## src/rtl/imem_loader_if.sv

```systemverilog
// Byte-stream input and imem byte-write bus used by the instruction-memory loader.
interface imem_loader_if #(
    parameter int ADDR_W = 32
);
    logic              in_valid;
    logic [7:0]        in_data;
    logic              in_ready;
    logic              mem_we;
    logic [ADDR_W-1:0] mem_addr;
    logic [7:0]        mem_wdata;

    // Stream source / memory sink side
    modport master (
        output in_valid,
        output in_data,
        input  in_ready,
        input  mem_we,
        input  mem_addr,
        input  mem_wdata
    );

    // Loader side
    modport slave (
        input  in_valid,
        input  in_data,
        output in_ready,
        output mem_we,
        output mem_addr,
        output mem_wdata
    );
endinterface

```

## src/rtl/imem_loader.sv

```systemverilog
// Instruction-memory loader: copies a checksummed byte stream into imem and
// releases the core's PC reset only after the trailing checksum byte matches.
module imem_loader #(
    parameter int MEM_BYTES = 100,
    parameter int ADDR_W    = 32
) (
    input  logic              clk,
    input  logic              reset,
    input  logic              start,
    input  logic [15:0]       len,
    imem_loader_if.slave      bus,
    output logic              cpu_rst_n,
    output logic              busy,
    output logic              done,
    output logic              err
);

    typedef enum logic [2:0] {IDLE, LOAD, CHK, DONE, ERR} state_t;

    localparam logic [15:0] MAX_LEN = 16'(MEM_BYTES);

    state_t            state, state_n;

    logic [15:0]       cnt, cnt_d;
    logic [7:0]        sum, sum_d;
    logic [15:0]       len_q, len_d;
    logic              in_ready_q, in_ready_d;
    logic              we_p1, we_d;
    logic [ADDR_W-1:0] addr_p1, addr_d;
    logic [7:0]        wdata_p1, wdata_d;
    logic              busy_q, busy_d;
    logic              done_q, done_d;
    logic              err_q, err_d;
    logic              rstn_q, rstn_d;

    logic              xfer;
    logic              len_ok;
    logic              last_byte;
    logic              sum_ok;

    // Modulo-256 accumulate used for the running checksum.
    function automatic logic [7:0] sum8(input logic [7:0] a, input logic [7:0] b);
        return a + b;
    endfunction

    assign xfer      = bus.in_valid & in_ready_q;
    assign len_ok    = (len != 16'd0) && (len <= MAX_LEN);
    assign last_byte = (cnt == len_q - 16'd1);
    assign sum_ok    = (sum8(sum, bus.in_data) == 8'd0);

    // State register.
    always_ff @(posedge clk) begin
        if (reset) begin
            state <= IDLE;
        end else begin
            state <= state_n;
        end
    end

    // Next-state decode; start is only honoured while not loading.
    always_comb begin
        state_n = state;
        case (state)
            IDLE, DONE, ERR: begin
                if (start) begin
                    state_n = len_ok ? LOAD : ERR;
                end
            end
            LOAD: begin
                if (xfer && last_byte) begin
                    state_n = CHK;
                end
            end
            CHK: begin
                if (xfer) begin
                    state_n = sum_ok ? DONE : ERR;
                end
            end
            default: state_n = IDLE;
        endcase
    end

    // Output / datapath decode; every output is registered from these values.
    always_comb begin
        cnt_d      = cnt;
        sum_d      = sum;
        len_d      = len_q;
        we_d       = 1'b0;
        addr_d     = addr_p1;
        wdata_d    = wdata_p1;
        done_d     = done_q;
        err_d      = err_q;
        rstn_d     = rstn_q;
        in_ready_d = (state_n == LOAD) || (state_n == CHK);
        busy_d     = (state_n == LOAD) || (state_n == CHK);
        case (state)
            IDLE, DONE, ERR: begin
                if (start) begin
                    done_d = 1'b0;
                    rstn_d = 1'b0;
                    if (len_ok) begin
                        len_d = len;
                        cnt_d = 16'd0;
                        sum_d = 8'd0;
                        err_d = 1'b0;
                    end else begin
                        err_d = 1'b1;
                    end
                end
            end
            LOAD: begin
                if (xfer) begin
                    we_d    = 1'b1;
                    addr_d  = ADDR_W'(cnt);
                    wdata_d = bus.in_data;
                    sum_d   = sum8(sum, bus.in_data);
                    cnt_d   = cnt + 16'd1;
                end
            end
            CHK: begin
                // The checksum byte is consumed but never written to imem.
                if (xfer) begin
                    done_d = sum_ok;
                    err_d  = !sum_ok;
                    rstn_d = sum_ok;
                end
            end
            default: ;
        endcase
    end

    // Output and datapath registers.
    always_ff @(posedge clk) begin
        if (reset) begin
            cnt        <= 16'd0;
            sum        <= 8'd0;
            len_q      <= 16'd0;
            in_ready_q <= 1'b0;
            we_p1      <= 1'b0;
            addr_p1    <= '0;
            wdata_p1   <= 8'd0;
            busy_q     <= 1'b0;
            done_q     <= 1'b0;
            err_q      <= 1'b0;
            rstn_q     <= 1'b0;
        end else begin
            cnt        <= cnt_d;
            sum        <= sum_d;
            len_q      <= len_d;
            in_ready_q <= in_ready_d;
            we_p1      <= we_d;
            addr_p1    <= addr_d;
            wdata_p1   <= wdata_d;
            busy_q     <= busy_d;
            done_q     <= done_d;
            err_q      <= err_d;
            rstn_q     <= rstn_d;
        end
    end

    assign bus.in_ready  = in_ready_q;
    assign bus.mem_we    = we_p1;
    assign bus.mem_addr  = addr_p1;
    assign bus.mem_wdata = wdata_p1;
    assign busy          = busy_q;
    assign done          = done_q;
    assign err           = err_q;
    assign cpu_rst_n     = rstn_q;

endmodule

```

## src/flat_wrapper.sv

```systemverilog
// flat-port wrapper written by rule: the top's interface ports become plain ports
module imem_loader_flat 
#(
    parameter int MEM_BYTES = 100,
    parameter int ADDR_W    = 32
)
  (clk, reset, start, len, cpu_rst_n, busy, done, err, bus_in_valid, bus_in_data, bus_in_ready, bus_mem_we, bus_mem_addr, bus_mem_wdata);
  imem_loader_if #(.ADDR_W(ADDR_W)) bus_i ();
  input  logic clk;
  input  logic reset;
  input  logic start;
  input  logic [15:0] len;
  output logic cpu_rst_n;
  output logic busy;
  output logic done;
  output logic err;
  input wire logic [$bits(bus_i.in_valid)-1:0] bus_in_valid;
  input wire logic [$bits(bus_i.in_data)-1:0] bus_in_data;
  output wire logic [$bits(bus_i.in_ready)-1:0] bus_in_ready;
  output wire logic [$bits(bus_i.mem_we)-1:0] bus_mem_we;
  output wire logic [$bits(bus_i.mem_addr)-1:0] bus_mem_addr;
  output wire logic [$bits(bus_i.mem_wdata)-1:0] bus_mem_wdata;
  assign bus_i.in_valid = bus_in_valid;
  assign bus_i.in_data = bus_in_data;
  assign bus_in_ready = bus_i.in_ready;
  assign bus_mem_we = bus_i.mem_we;
  assign bus_mem_addr = bus_i.mem_addr;
  assign bus_mem_wdata = bus_i.mem_wdata;
  imem_loader #(.MEM_BYTES(MEM_BYTES), .ADDR_W(ADDR_W)) u_core (.clk(clk), .reset(reset), .start(start), .len(len), .bus(bus_i), .cpu_rst_n(cpu_rst_n), .busy(busy), .done(done), .err(err));
endmodule
```

## config.mk

```make
export PLATFORM = sky130hd
export DESIGN_NAME = imem_loader_flat
export DESIGN_NICKNAME = d
export VERILOG_FILES = /design/src/rtl/imem_loader_if.sv /design/src/rtl/imem_loader.sv /design/src/flat_wrapper.sv
export SDC_FILE = /design/constraint.sdc
export NUM_CORES = 1
export LEC_CHECK = 0
export BUFFER_PORTS_ARGS = -buffer_cell sky130_fd_sc_hd__clkbuf_2
export CORE_MARGIN = 2
export CORE_UTILIZATION = 34
export DETAILED_ROUTE_END_ITERATION = 16
export PLACE_DENSITY = 0.59
export SLEW_MARGIN = 0
export SYNTH_ARGS = -nofsm -noshare
export SYNTH_HDL_FRONTEND = slang
export SYNTH_SLANG_ARGS = --single-unit
```

## constraint.sdc

```tcl
create_clock -name clk -period 3.6 [get_ports clk]
set_input_delay 0.36 -clock clk [delete_from_list [all_inputs] [get_ports clk]]
set_output_delay 0.36 -clock clk [all_outputs]
set_load 0.05 [all_outputs]
```

==> out/qor.yml, run 1 <==
job:
  drv_cap: 0
clock_network:
  cts_buffer_depth: 2
  clock-sinks: 71
  clk_transition_reported_paths_ps: 70
  cts_hold_buffers: 0
  root_buffer: "clkbuf_8"
  ctsResizeCount: 0
  cts_tree: "built"
  post_cts_buffers: 0
  clk_latency_ps: 350
  htreeDepth: 3
  cts_made_buffers: 9
die:
  row_count: 38
  die_width_um: 109
  die_h_um: 109
  io_pins: 74
  dieArea_mm2: 0.0120
  start_util: 0.348
  core-area_mm2: 0.0108
sta:
  worst_hold_slack_ps: 246
  tns_ps: 0
  hold_violations: 0
  slew_headroom: 0.491
  grt_setup_unrepaired: "false"
  final-max-slew-violation-count: 0
  max_freq_mhz: 346
  finalClockSkew_ps: 11.2
  finalSetupViolations: 0
  fin_crit_sh: 0.803
  worst_slew_pin_slew_ps: 761
  finalCriticalPeriod_ps: 2890
worst_hold_path:
  hp-class: "in -> reg"
critical_path:
  crit_path_max_incr_delay_ps: 450
  arrival_ps: 3160
  path_class: "reg -> reg"
  crit_family: "simple AND/OR/NAND/NOR gates"
  path_buf_inv: 1
  critical_path.endpoint_type: "register"
  crit_fanout: 4
  path_cells: "ha_1, inv_1, fa_1, nor2b_1, o21a_1, o311ai_0, or4_1, nor3_1, a41oi_1, o221ai_2"
  cp-start-kind: "register"
  crit_required_ps: 3870
  cpMaxStageDelayCell: "nor3_1"
drt:
  via_count: 3325
  drtPass1Iterations: 4
  via_per_inst: 4.99
  wire_per_inst_um: 13.1
  wirelength_um: 8720
  drtAntennaViolNets: 0
  drt_iter0_drc: 108
  drc: 0
run_status:
  outcome: "complete, no violations"
finish:
  final_nets: 559
  syn_to_final_growth_pct: 15.1
  n_antenna_cell: 0
  drive_above_1_share: 0.173
  final_common_cell: "nand2_1"
  fillCellCount: 1136
  layout_common_cells: "nand2_1 (82), dfxtp_1 (71), clkbuf_2 (57)"
yosys:
  synth-xor-area-share: 0.0905
  ys_ff_latch: 71
  synth_top_family_by_area: "simple AND/OR/NAND/NOR gates"
  synth-edff-count: 0
  synth_area_per_cell_um2: 7.95
  synthFlopType: "dfxtp_1"
  ys_seq_area_frac: 0.377
  async_flop_share: 0
  synthSimpleGateAreaFrac: 0.270
  ys_warn_count: 0
  synth_fa_ha_area_frac: 0.0351
  synth_compound_area_frac: 0.154
  syn-cell-area_mm2: 0.00377
  syn_inst: 475
  synth_cell_types: 58
  synth_mux_area_frac: 0.00265
placed_design:
  dpl.hpwl_um: 6440
  port_buffers: 57
  gp_congestion: 0.817
grt:
  grt_max_degree: 36
  antenna_found_initial: 0
  grt_pass1_wl_um: 14500
  overflow: 0
  grt_pass1_vias: 3076
  grt_usage: 0.153
pwr:
  ir_drop_uv: 214
  power_density_mw_per_mm2: 383
  p_leak_uw: 0.00169
[flip-flops by register name, indices dropped and copies added, names as in the netlist]
name / flops
u_core.done: 1
u_core.bus.in_ready: 1
u_core.len_q: 16
u_core.sum: 8
u_core.bus.mem_addr: 16
u_core.bus.mem_we: 1
u_core.bus.mem_wdata: 8
u_core.err: 1
u_core.cnt: 16
u_core.state: 3
[cell type report]
class,instances,area (um2),share of cell area
multi-input cells,368,2150,0.494
inverters,9,33.8,0.00777
clock inverters,6,108,0.0248
well taps,140,175,0.0403
clock buffers,10,138,0.0317
repair buffers,62,323,0.0743
flip-flops and latches,71,1420,0.327
[per-layer routing]
layer	vias to the layer above	wire length (um)	GRT usage
met1	1533	4440	0.214
met2	83	3750	0.229
li1	1698	-	-
met5	-	0	0
met3	11	387	0.0344
met4	0	143	0.0588
[cell usage after synthesis, types with 3 or more instances]
master | instances | area (um2)
buf_4 | 19 | 143
or3_1 | 6 | 37.5
a31oi_1 | 3 | 18.8
nand3_1 | 8 | 40.0
a211oi_1 | 4 | 30.0
o21ai_0 | 8 | 40.0
nor2_1 | 45 | 169
nor3_1 | 15 | 75.1
xor2_1 | 17 | 149
inv_1 | 9 | 33.8
clkbuf_1 | 22 | 82.6
dfxtp_1 | 71 | 1420
nand4_1 | 3 | 18.8
nor3b_1 | 4 | 30.0
o311ai_0 | 3 | 26.3
and2_1 | 9 | 56.3
or2_2 | 4 | 25.0
nor4_1 | 8 | 50.1
nand3b_1 | 3 | 22.5
nand2_1 | 82 | 308
xnor2_1 | 22 | 193
o21a_1 | 3 | 22.5
nor2b_1 | 3 | 18.8
ha_1 | 9 | 113
or4_1 | 4 | 30.0
nand2b_1 | 5 | 31.3
a22oi_1 | 6 | 45.0
a21oi_1 | 44 | 220
[power by group]
group | internal, uW | switching [uW]
registers | 786 | 0.995
clock network | 477 | 302
logic | 23.7 | 74.2
total | 1290 | 377
[metrics by stage]
step | power, uW | worst slack [ps] | std cells | instance area, um2 | utilization
after CTS | 1680 | 723 | 666 | 4350 | 0.401
after floorplan | 889 | 961 | 490 | 3830 | -
after global placement | 902 | 680 | 650 | 4100 | 0.378
after global routing | 1730 | 453 | 666 | 4350 | 0.401
final | 1660 | 710 | 666 | 4350 | 0.401
after detailed placement | 904 | 613 | 650 | 4100 | 0.378
[worst reg2reg max path: stages (launching register included)]
cell and delay, ps:
dfxtp_1 340, ha_1 160, inv_1 50, fa_1 390, nor2b_1 210, o21a_1 160
o311ai_0 190, or4_1 450, nor3_1 450, a41oi_1 230, o221ai_2 190
[final timing paths]
| kind | startpoint | cells after the start | end | slack (ps) |
|---|---|---|---|---|
| max | u_core.sum[0] | 10 | u_core.state[1] | 710 |
| min | bus_in_data[0] | 3 | u_core.bus.mem_wdata[0] | 250 |
| max reg2reg | u_core.sum[0] | 10 | u_core.state[1] | 710 |
| min reg2reg | u_core.bus.mem_wdata[4] | 2 | u_core.bus.mem_wdata[4] | 460 |
[cells by family (layout without fill, tap and decap cells)]
family / Yosys count / in the layout
compound gates: 91 / 91
xor+xnor: 39 / 39
fa+ha+maj: 10 / 10
buf+inv: 51 / 87
flops: 71 / 71
mux: 1 / 1
other cells: 1 / 16
simple gates: 211 / 211
No activity file was read; power rests on OpenSTA's default activity.
==> run 2: changes to the inputs <==
==> constraint.sdc (replaced) <==
create_clock -name clk -period 2.89 [get_ports clk]
set_input_delay 0.289 -clock clk [delete_from_list [all_inputs] [get_ports clk]]
set_output_delay 0.289 -clock clk [all_outputs]
set_load 0.05 [all_outputs]
==> run 2 against run 1 <==
Compared with the run above: combinational power increased by 26%; sequential power increased by 25%; critical endpoint unchanged; design area increased by 0.52%; largest power group unchanged.
==> out/qor.yml, run 2 (synthesized netlist as in run 1, its figures left out) <==
pwr:
  pwr-share-comb: 0.059
  intPower_uw: 1600
  p_leak_uw: 0.00171
  power_frac_seq: 0.471
  clkPwrFrac: 0.471
  ir_drop_uv: 178
  swShare: 0.231
  power_density_mw_per_mm2: 477
  fin_total_pwr_uw: 2080
  p_switching_uw: 481
clock_network:
  root_buffer: "clkbuf_8"
  clk_latency_ps: 350
  cts_made_buffers: 9
  cts_tree: "built"
  htreeDepth: 3
  cts_buffer_depth: 2
  clk_transition_reported_paths_ps: 80
  clock-sinks: 71
grt:
  grt_pass1_vias: 3169
  grt_max_degree: 35
  antenna_found_initial: 0
  grt_pass1_wl_um: 14900
  grt_usage: 0.157
  overflow: 0
finish:
  design_area_mm2: 0.00437
  n_antenna_cell: 0
  layout_common_cells: "nand2_1 (82), dfxtp_1 (71), clkbuf_2 (57)"
  final_nets: 561
  drive_above_1_share: 0.180
  syn_to_final_growth_pct: 15.7
  final_common_cell: "nand2_1"
sta:
  finalClockSkew_ps: 5.73
  finalCriticalPeriod_ps: 2700
  hold_violations: 0
  worst_hold_slack_ps: 172
  finalSetupViolations: 0
  fin_ws_ps: 189
  final-max-slew-violation-count: 0
  fin_crit_sh: 0.934
  worst_slew_pin_slew_ps: 701
  tns_ps: 0
  max_freq_mhz: 370
  slew_headroom: 0.531
die:
  row_count: 38
  die_width_um: 109
  die_h_um: 109
  io_pins: 74
  core-area_mm2: 0.0108
  dieArea_mm2: 0.0120
  start_util: 0.348
drt:
  drtAntennaViolNets: 0
  via_count: 3375
  via_per_inst: 5.05
  drtPass1Iterations: 4
  drt_iter0_drc: 141
  drc: 0
  wire_per_inst_um: 13.3
  wirelength_um: 8880
run_status:
  outcome: "complete, no violations"
critical_path:
  crit_fanout: 4
  arrival_ps: 2980
  cpMaxStageDelayCell: "or4_1"
  cp-start-kind: "register"
  crit_path_max_incr_delay_ps: 470
  path_cells: "ha_1, inv_1, fa_1, nor2b_2, o21a_1, o311ai_0, or4_1, nor3_2, buf_4, a41oi_1, o221ai_2"
  reg2reg_slack_ps: 190
  path_class: "reg -> reg"
  crit_required_ps: 3160
  critical_path.endpoint_type: "register"
job:
  drv_cap: 0
placed_design:
  dp_slack_ps: 75.5
  placed_area_mm2: 0.00412
  port_buffers: 57
  dpl.hpwl_um: 6400
  gp_congestion: 0.809
worst_hold_path:
  hp-class: "in -> reg"
[run 2: layer usage]
metal / global-route usage / wire length, um / part of all wire / vias up
met5: 0 / 0 / 0 / -
met4: 0.0542 / 132 / 0.015 / 0
met3: 0.0314 / 425 / 0.048 / 10
met2: 0.241 / 3920 / 0.44 / 91
met1: 0.219 / 4400 / 0.50 / 1566
li1: - / - / - / 1708
[run 2: critical path: cells and delay by family, from the launching register on]
kind	cells	cell delay (ps)
AOI/OAI and AO/OA	4	660
adders and majority gates	2	560
buffers and inverters	2	200
DFF	1	330
and+or+nand+nor	3	870
[run 2: worst paths after layout]
path | start | endpoint | cells past startpoint
max reg2reg | u_core.sum[0] | u_core.state[1] | 11
min | bus_in_data[0] | u_core.bus.mem_wdata[0] | 3
max | u_core.sum[0] | u_core.state[1] | 11
min reg2reg | u_core.bus.mem_wdata[5] | u_core.bus.mem_wdata[5] | 2
[run 2: metrics by stage]
stage                     std cells   util
after floorplan                 490      -
after global placement          652  0.380
after detailed placement        652  0.380
after CTS                       668  0.402
after global routing            668  0.403
final                           668  0.403
[run 2: timing repair]
action,in CTS,in global routing
buffers inserted,0,0
hold buffers,0,0
resized for setup,0,2
setup endpoints to repair,0,2
[run 2: power groups by stage]
| stage | combinational [uW] | sequential, uW | clock (uW) |
|---|---|---|---|
| floorplan | 101 | 1010 | 0 |
| global placement | 121 | 1000 | 0 |
| detailed placement | 122 | 1000 | 0 |
| CTS | 123 | 981 | 1000 |
| global route | 135 | 981 | 1040 |
| finish | 123 | 981 | 981 |
[run 2: area by class of cell]
type | count | area, um2
Clock buffer | 10 | 138
Clock inverter | 6 | 108
Fill cell | 1133 | 6470
Inverter | 9 | 33.8
Multi-Input combinational cell | 368 | 2160
Sequential cell | 71 | 1420
Tap cell | 140 | 175
Timing Repair Buffer | 64 | 338
==> run 3: changes to the inputs <==
--- a/config.mk
+++ b/config.mk
@@ -10,6 +10,7 @@
 export CORE_UTILIZATION = 34
 export DETAILED_ROUTE_END_ITERATION = 16
 export PLACE_DENSITY = 0.59
+export RECOVER_POWER = 100
 export SLEW_MARGIN = 0
 export SYNTH_ARGS = -nofsm -noshare
 export SYNTH_HDL_FRONTEND = slang
==> run 3 against run 2 <==
Compared with the run above: global-route usage unchanged; critical path type unchanged; final cell count did not move; design area down 1.0%; non-clock buffer count unchanged; clock power about the same.
==> out/qor.yml, run 3 (synthesized netlist as in run 1, its figures left out) <==
sta:
  finalCriticalPeriod_ps: 2700
  finalSetupViolations: 0
  final-max-slew-violation-count: 0
  tns_ps: 0
  fin_crit_sh: 0.936
  max_freq_mhz: 370
  hold_violations: 0
  finalClockSkew_ps: 5.63
  worst_slew_pin_slew_ps: 901
  slew_headroom: 0.399
worst_hold_path:
  hp-start: "bus_in_data[0]"
  hp-class: "in -> reg"
drt:
  via_per_inst: 5.03
  drc: 0
  drtAntennaViolNets: 0
  via_count: 3358
  drt_iter0_drc: 147
  drtPass1Iterations: 4
  wire_per_inst_um: 13.2
  wirelength_um: 8820
critical_path:
  crit_path_max_incr_delay_ps: 510
  startpoint: "u_core.sum[0]"
  critical_path.endpoint_type: "register"
  reg2reg_slack_ps: 190
  path_cells: "ha_1, inv_1, fa_1, nor2b_2, o22ai_1, xnor2_1, or4_1, nor3_2, buf_4, a41oi_1, o221ai_2"
  crit_fanout: 4
  path_class: "reg -> reg"
  arrival_ps: 2980
  crit_family: "simple AND/OR/NAND/NOR gates"
  crit_required_ps: 3160
  cp-start-kind: "register"
  reg2reg_from: "u_core.sum[0]"
  path_buf_inv: 2
  cpMaxStageDelayCell: "or4_1"
grt:
  antenna_found_initial: 0
  grt_pass1_wl_um: 14900
  overflow: 0
  grt_util_met3: 0.0314
  grt_pass1_vias: 3169
  use_met2: 0.241
  grt_max_degree: 35
  busiest_layer: "met2"
  grt_use_met1: 0.219
  grt_usage: 0.157
clock_network:
  cts_tree: "built"
  root_buffer: "clkbuf_8"
  cts_made_buffers: 9
  clk_latency_ps: 350
  clock-sinks: 71
  clk_transition_reported_paths_ps: 80
  post_cts_buffers: 0
  htreeDepth: 3
  cts_buffer_depth: 2
die:
  start_util: 0.348
  row_count: 38
  die_h_um: 109
  die_width_um: 109
  dieArea_mm2: 0.0120
  core-area_mm2: 0.0108
  io_pins: 74
placed_design:
  dpl.hpwl_um: 6400
  gp_congestion: 0.809
  port_buffers: 57
finish:
  final_common_cell: "nand2_1"
  n_antenna_cell: 0
  final_nets: 561
  syn_to_final_growth_pct: 14.6
  layout_common_cells: "nand2_1 (82), dfxtp_1 (71), nor2_1 (44), a21oi_1 (44), clkbuf_1 (32)"
  fillCellCount: 1147
  drive_above_1_share: 0.117
run_status:
  outcome: "complete, no violations"
pwr:
  fin_total_pwr_uw: 2080
  power_density_mw_per_mm2: 482
  ir_drop_uv: 179
  p_leak_uw: 0.00159
job:
  drv_cap: 0
-- run 3: cell type report --
type	instances	area [um2]	area share
tap	140	175	0.0405
clock inverter	6	108	0.0249
inverter	9	33.8	0.00781
sequential	71	1420	0.329
clock buffer	10	138	0.0318
multi-input combinational	368	2160	0.499
timing repair buffer	64	293	0.0677
-- run 3: per-stage QoR --
stage	cells	instance area, um2	utilization	setup WS (ps)	hold slack (ps)
after floorplan	490	3830	-	251	425
after global routing	668	4320	0.399	-1.84	164
after CTS	668	4360	0.402	85.7	162
after detailed placement	652	4120	0.380	75.5	450
final	668	4320	0.399	185	174
after global placement	652	4120	0.380	166	443
-- run 3: worst paths after layout --
path                             end  cells after the start
max                  u_core.state[1]                     11
min          u_core.bus.mem_wdata[0]                      3
max reg2reg          u_core.state[1]                     11
min reg2reg  u_core.bus.mem_wdata[5]                      2
-- run 3: worst min-delay path, delay by kind of cell --
| family | cells | cell delay (ps) |
|---|---|---|
| simple gates | 1 | 50 |
| compound gates | 1 | 50 |
| buf+inv | 1 | 90 |
-- run 3: what timing repair did --
action,in CTS,in global routing
resized for setup,0,2
hold buffers,0,0
endpoints found under the setup margin,0,2
-- run 3: layer usage --
| metal | share of wire | vias up | wire, um |
|---|---|---|---|
| li1 | - | 1705 | - |
| met1 | 0.49 | 1554 | 4350 |
| met2 | 0.45 | 92 | 3930 |
| met3 | 0.049 | 7 | 433 |
| met4 | 0.012 | 0 | 102 |
| met5 | 0 | - | 0 |
-- run 3: report_power, final --
group / switching (uW) / total, uW / internal, uW
clock network: 388 / 982 / 594
logic: 92.9 / 122 / 29.2
registers: 1.37 / 981 / 979
